### config.mk
export PLATFORM = sky130hd
export DESIGN_NAME = mult_div_unit
export DESIGN_NICKNAME = d
export VERILOG_FILES = /design/src/rtl/mips_pkg.sv /design/src/rtl/mult_div_unit.sv
export SDC_FILE = /design/constraint.sdc
export NUM_CORES = 1
export LEC_CHECK = 0
export BUFFER_PORTS_ARGS = -buffer_cell sky130_fd_sc_hd__buf_2
export CAP_MARGIN = 30
export CORE_MARGIN = 2
export CORE_UTILIZATION = 40
export DETAILED_ROUTE_END_ITERATION = 10
export SLEW_MARGIN = 20
export SYNTH_ARGS = -nofsm -noshare
export SYNTH_HDL_FRONTEND = slang
export SYNTH_SLANG_ARGS = --single-unit
export TNS_END_PERCENT = 1
### constraint.sdc
create_clock -name clock -period 4.16 [get_ports clock]
set_input_delay 1.04 -clock clock [delete_from_list [all_inputs] [get_ports clock]]
set_output_delay 1.04 -clock clock [all_outputs]
set_load 0.01 [all_outputs]
### src/rtl/mips_pkg.sv
// mips_pkg
// Types and constants that the multicycle MIPS datapath blocks share.
// The multiply/divide unit uses these:
//   md_op_e    - encoding of the `op` input (MULT, MULTU, DIV, DIVU)
//   md_state_e - states of the multiply/divide control FSM
//   MD_ITER    - number of radix-2 iterations per operation
//   magnitude  - absolute value of a two's-complement word, given its sign
package mips_pkg;

    localparam int MD_WIDTH = 32;
    localparam int MD_ITER  = 32;

    typedef enum logic [1:0] {
        MD_MULT  = 2'b00,
        MD_MULTU = 2'b01,
        MD_DIV   = 2'b10,
        MD_DIVU  = 2'b11
    } md_op_e;

    typedef enum logic [1:0] {
        IDLE = 2'd0,
        RUN  = 2'd1,
        FIX  = 2'd2,
        DONE = 2'd3
    } md_state_e;

    // Two's-complement magnitude. The 0x80000000 case comes back as
    // 0x80000000, which is the correct unsigned magnitude 2^31.
    function automatic logic [MD_WIDTH-1:0] magnitude(input logic [MD_WIDTH-1:0] x,
                                                      input logic              neg);
        return neg ? (MD_WIDTH'(0) - x) : x;
    endfunction

endpackage

### src/rtl/mult_div_unit.sv
// mult_div_unit
// Iterative 32-bit multiply/divide unit that produces the HI/LO registers
// for MULT, MULTU, DIV and DIVU. Each operation runs on operand magnitudes
// for 32 radix-2 steps. One FIX cycle then applies the sign and writes HI/LO.
// Ports:
//   clock, reset      - rising-edge clock, synchronous active-high reset
//   start, op         - request and operation code (sampled in IDLE/DONE)
//   operand_a/_b      - rs / rt values, latched when the request is accepted
//   busy              - high while running (RUN and FIX)
//   done              - one-cycle pulse; hi/lo are valid in that cycle
//   div_zero          - qualifies done: the divide had a zero divisor
//   hi, lo            - architectural HI/LO registers
module mult_div_unit
    import mips_pkg::*;
#(
    parameter int WIDTH = MD_WIDTH
) (
    input  logic             clock,
    input  logic             reset,
    input  logic             start,
    input  logic [1:0]       op,
    input  logic [WIDTH-1:0] operand_a,
    input  logic [WIDTH-1:0] operand_b,
    output logic             busy,
    output logic             done,
    output logic             div_zero,
    output logic [WIDTH-1:0] hi,
    output logic [WIDTH-1:0] lo
);

    localparam int CW = $clog2(MD_ITER);

    md_state_e          state_q,    state_d;
    logic [CW-1:0]      count_q,    count_d;
    logic               is_div_q,   is_div_d;
    logic               neg_lo_q,   neg_lo_d;   // negate product / quotient
    logic               neg_hi_q,   neg_hi_d;   // negate remainder (divide only)
    logic [WIDTH-1:0]   opnd_q,     opnd_d;     // |multiplicand| or |divisor|
    logic [2*WIDTH-1:0] acc_q,      acc_d;      // product, or {remainder, quotient}
    logic [WIDTH-1:0]   hi_q,       hi_d;
    logic [WIDTH-1:0]   lo_q,       lo_d;
    logic               busy_q,     busy_d;
    logic               done_q,     done_d;
    logic               div_zero_q, div_zero_d;

    // Operand decode and the datapath for a single step
    md_op_e             op_in;
    logic               in_div, in_signed, sign_a, sign_b;
    logic [WIDTH:0]     mul_sum;
    logic [WIDTH:0]     div_rem_sh;
    logic [WIDTH:0]     div_diff;
    logic [2*WIDTH-1:0] acc_step;
    logic [2*WIDTH-1:0] prod_fix;

    always_comb begin
        op_in     = md_op_e'(op);
        in_div    = (op_in == MD_DIV)  || (op_in == MD_DIVU);
        in_signed = (op_in == MD_MULT) || (op_in == MD_DIV);
        sign_a    = in_signed & operand_a[WIDTH-1];
        sign_b    = in_signed & operand_b[WIDTH-1];

        // Multiply: add the multiplicand into the upper half when the current
        // multiplier bit (acc[0]) is set, then shift the 65-bit result right.
        mul_sum    = {1'b0, acc_q[2*WIDTH-1:WIDTH]} + (acc_q[0] ? {1'b0, opnd_q} : '0);
        // Divide (restoring): shift the next dividend bit into the 33-bit
        // partial remainder and keep the subtraction only when it does not borrow.
        div_rem_sh = acc_q[2*WIDTH-1:WIDTH-1];
        div_diff   = div_rem_sh - {1'b0, opnd_q};

        if (is_div_q) begin
            if (!div_diff[WIDTH])
                acc_step = {div_diff[WIDTH-1:0], acc_q[WIDTH-2:0], 1'b1};
            else
                acc_step = {acc_q[2*WIDTH-2:0], 1'b0};
        end else begin
            acc_step = {mul_sum, acc_q[WIDTH-1:1]};
        end

        prod_fix = neg_lo_q ? ((2*WIDTH)'(0) - acc_q) : acc_q;
    end

    // NOTE: each _d starts from its _q, so a path that leaves a signal
    // unassigned holds state in the flop and cannot infer a latch.
    always_comb begin
        state_d    = state_q;
        count_d    = count_q;
        is_div_d   = is_div_q;
        neg_lo_d   = neg_lo_q;
        neg_hi_d   = neg_hi_q;
        opnd_d     = opnd_q;
        acc_d      = acc_q;
        hi_d       = hi_q;
        lo_d       = lo_q;
        div_zero_d = div_zero_q;

        unique case (state_q)
            IDLE, DONE: begin
                state_d = IDLE;
                if (start) begin
                    div_zero_d = 1'b0;
                    if (in_div && (operand_b == '0)) begin
                        // A zero divisor finishes immediately and leaves HI/LO as they are.
                        state_d    = DONE;
                        div_zero_d = 1'b1;
                    end else begin
                        state_d  = RUN;
                        count_d  = CW'(MD_ITER - 1);
                        is_div_d = in_div;
                        neg_lo_d = sign_a ^ sign_b;
                        neg_hi_d = in_div ? sign_a : (sign_a ^ sign_b);
                        if (in_div) begin
                            opnd_d = magnitude(operand_b, sign_b);
                            acc_d  = {{WIDTH{1'b0}}, magnitude(operand_a, sign_a)};
                        end else begin
                            opnd_d = magnitude(operand_a, sign_a);
                            acc_d  = {{WIDTH{1'b0}}, magnitude(operand_b, sign_b)};
                        end
                    end
                end
            end
            RUN: begin
                acc_d   = acc_step;
                count_d = count_q - 1'b1;
                if (count_q == '0)
                    state_d = FIX;
            end
            FIX: begin
                state_d = DONE;
                if (is_div_q) begin
                    hi_d = neg_hi_q ? (WIDTH'(0) - acc_q[2*WIDTH-1:WIDTH]) : acc_q[2*WIDTH-1:WIDTH];
                    lo_d = neg_lo_q ? (WIDTH'(0) - acc_q[WIDTH-1:0])       : acc_q[WIDTH-1:0];
                end else begin
                    hi_d = prod_fix[2*WIDTH-1:WIDTH];
                    lo_d = prod_fix[WIDTH-1:0];
                end
            end
            default: state_d = IDLE;
        endcase

        // The status outputs are registered versions of the next state.
        busy_d = (state_d == RUN) || (state_d == FIX);
        done_d = (state_d == DONE);
    end

    // NOTE: sequential state updates use non-blocking assignments, so every
    // flop samples the values from before the edge.
    always_ff @(posedge clock) begin
        if (reset) begin
            state_q    <= IDLE;
            count_q    <= '0;
            is_div_q   <= 1'b0;
            neg_lo_q   <= 1'b0;
            neg_hi_q   <= 1'b0;
            opnd_q     <= '0;
            acc_q      <= '0;
            hi_q       <= '0;
            lo_q       <= '0;
            busy_q     <= 1'b0;
            done_q     <= 1'b0;
            div_zero_q <= 1'b0;
        end else begin
            state_q    <= state_d;
            count_q    <= count_d;
            is_div_q   <= is_div_d;
            neg_lo_q   <= neg_lo_d;
            neg_hi_q   <= neg_hi_d;
            opnd_q     <= opnd_d;
            acc_q      <= acc_d;
            hi_q       <= hi_d;
            lo_q       <= lo_d;
            busy_q     <= busy_d;
            done_q     <= done_d;
            div_zero_q <= div_zero_d;
        end
    end

    assign busy     = busy_q;
    assign done     = done_q;
    assign div_zero = div_zero_q;
    assign hi       = hi_q;
    assign lo       = lo_q;

endmodule

==> metrics.cfg <==
[floorplan]
std_cell_rows=68
dieArea_sq_um=36900
die-height_um=192
initial_core_util_pct=40.7
coreArea_sq_um=34700
ios=136
die_w_um=192

[layout]
multi_input_area_sq_um=9960
antenna_cells=0
instances_no_fill=2441
drive_above_1_share_pct=12.9
syn2layout_area_growth_pct=12.3
layout_commonest_cell=nor2_1
nets=2116
seq_area_sq_um=3460
final.fill_count=3570
final_cell_mix=nor2_1 (258), dfxtp_1 (172), nand2_1 (164)

[critical_path]
crit_arrival_ns=4.22
cp_max_fo=14
critPathKind=register to register
start_kind=register
crit_path_max_incr_delay_ns=0.52
crit_required_ns=4.46
crit_chain=inv_1, nor2_1, ha_1, o21ai_0, o211ai_1, nand4_1, a21oi_1, a311oi_1, buf_4, o21ai_0, nor4b_1, o31ai_1, o211ai_1
cp_slowest_cell=o211ai_1
cp-end-kind=register

[clock_tree]
h-tree-depth=4
root_buffer=clkbuf_16
clk_path_buf_depth=2
cts-resized-gates=0
cts_setup_buffers=0
clkSinkCount=173
ctsHoldBuffers=0
cts_tree=yes
clk_latency_ns=0.44
numCtsBuffers=17
cts.clk_slew.worst_paths_ns=0.08

[global_routing]
grt_pass1_vias=12600
grt_overflow=0
antenna_found_initial=0
track_usage_pct=25.5
grt_start_max_net_pins=66
grt_pass1_wl_um=72600

[sta]
maxSlewViolCount=0
hold_viol=0
grt_setup_unrepaired=no
tightest_slew_ns=0.883
setup_viol=0
period_share_pct=94.3
tns_ns=0
fin_skew_ns=0.0161
relSlewSlack_pct=41.0
fmax_ghz=0.255
period_needed_ns=3.92
fin_ws_ns=0.237

[detailed_routing]
vias_per_cell=5.76
route.detailed.drc=0
vias=14100
drt_iter0_markers=1195
antenna_left=0
wl_per_cell_um=19.5
drt-total-wl_um=47600
dr.pass1.iters=5

[synth]
postSynthAreaPerCell_sq_um=7.47
netlist_instances=1893
yosys_warnings=0
yosysUniqueCellTypes=83
syn_nets=2036
synth.cell_area_sq_um=14100
synth_fa_ha_area_share_pct=6.66
synth_edf_count=0
yosys.area_share.simple_pct=21.5
synth_top_family_by_area=compound AO/OA/AOI/OAI gates
synth_xor_area_share_pct=10.6
yosysSeqAreaShare_pct=24.5
ys_ff_latch=173
ys.flop_type=dfxtp_1
async_flop_share_pct=0
synth_compound_gate_area_share_pct=26.8
synthMuxAreaShare_pct=4.68

[power]
p_leak_nw=6.65
ir_worst_vdd_mv=0.255
power.density_nw_per_um2=372

[run]
drv_cap=0

[place]
numPortBuffers=135
dp_hpwl_um=37400
place_congestion=0.945
pre_cts_ws_ns=0.271
dp.cells=2408

[run_status]
status=finished, final reports clean

[hold_path]
hold_path.class=register to register

## layout make-up
type	count	share of cell area (%)
multi-input cells	1533	62.7
flip-flops and latches	173	21.8
clock inverters	15	1.06
repair buffers	178	6.46
clock buffers	17	2.68
well taps	455	3.59
inverters	70	1.65
## routing by layer
metal	track usage [%]	up-vias	part of all wire, %
li1	-	6983	-
met1	36.4	6537	47
met2	38.9	475	44
met3	4.39	73	6.8
met4	7.60	0	2.5
met5	0	-	0
## report_power, final
part / internal [W] / switching, W / total (W)
Sequential: 0.00186 / 0.000220 / 0.00208
Clock: 0.000810 / 0.000793 / 0.00160
Combinational: 0.000849 / 0.00137 / 0.00222
## cell families after synthesis
logic type	count (synthesis)
buffers and inverters	187
flip-flops	173
adder cells (fa/ha/maj)	74
AO/OA/AOI/OAI	572
AND/OR/NAND/NOR	652
XOR/XNOR	171
multiplexers	64
## cells in the mapped netlist, types with 6 or more instances
cell type,n,area [sq um]
ha_1,72,901
o31ai_1,22,165
mux2i_1,47,470
a211oi_1,93,698
nor2b_1,19,119
xor2_1,87,762
o211ai_1,35,263
and3_1,9,56.3
nor4_1,14,87.6
a31oi_1,18,113
nand2b_1,31,194
nor3_1,44,220
nand4_1,14,87.6
nand3_1,29,145
clkbuf_1,100,375
dfxtp_1,173,3460
and2_1,10,62.6
nand2_1,164,616
mux2_2,17,191
a21oi_1,152,761
nor2_1,259,972
o21bai_1,6,45.0
or4_1,8,60.1
o41ai_1,15,131
xnor2_1,84,736
o21a_1,16,120
buf_1,8,30.0
a21o_1,37,278
a311oi_1,12,105
or3_1,17,106
o21ai_0,85,425
o221ai_1,10,87.6
o22ai_1,16,100
inv_1,69,259
## worst paths after layout
check        startpoint          to  slack [ns]  depth (start not counted)
max            acc_q[0]   acc_q[62]        0.24                         13
min          opnd_q[13]  opnd_q[13]        0.45                          2
max reg2reg    acc_q[0]   acc_q[62]        0.24                         13
min reg2reg  opnd_q[13]  opnd_q[13]        0.45                          2
## critical path: cells and delay by family, from the launching register on
family	cells	cell delay [ns]
flip-flops	1	0.31
AO/OA/AOI/OAI	7	1.93
adder cells (fa/ha/maj)	1	0.37
AND/OR/NAND/NOR	3	0.53
buffers and inverters	2	0.65
## metrics by stage
step / hold WS [ns] / utilization [%] / power, W / cell area [sq um]
final: 0.455 / 45.7 / 0.00590 / 15900
after global routing: 0.484 / 45.7 / 0.00625 / 15900
after CTS: 0.457 / 45.7 / 0.00591 / 15900
after detailed placement: 0.447 / 44.0 / 0.00431 / 15300
after global placement: 0.439 / 44.0 / 0.00428 / 15300
after floorplan: 0.432 / - / 0.00362 / 14100
## state kept, by name, indices dropped and copies added (netlist names)
register,count
neg_hi_q,1
count_q,5
lo,32
state_q,2
neg_lo_q,1
done,1
opnd_q,32
is_div_q,1
div_zero,1
hi,32
acc_q,64
busy,1
Power figures use the tool's default switching activity.
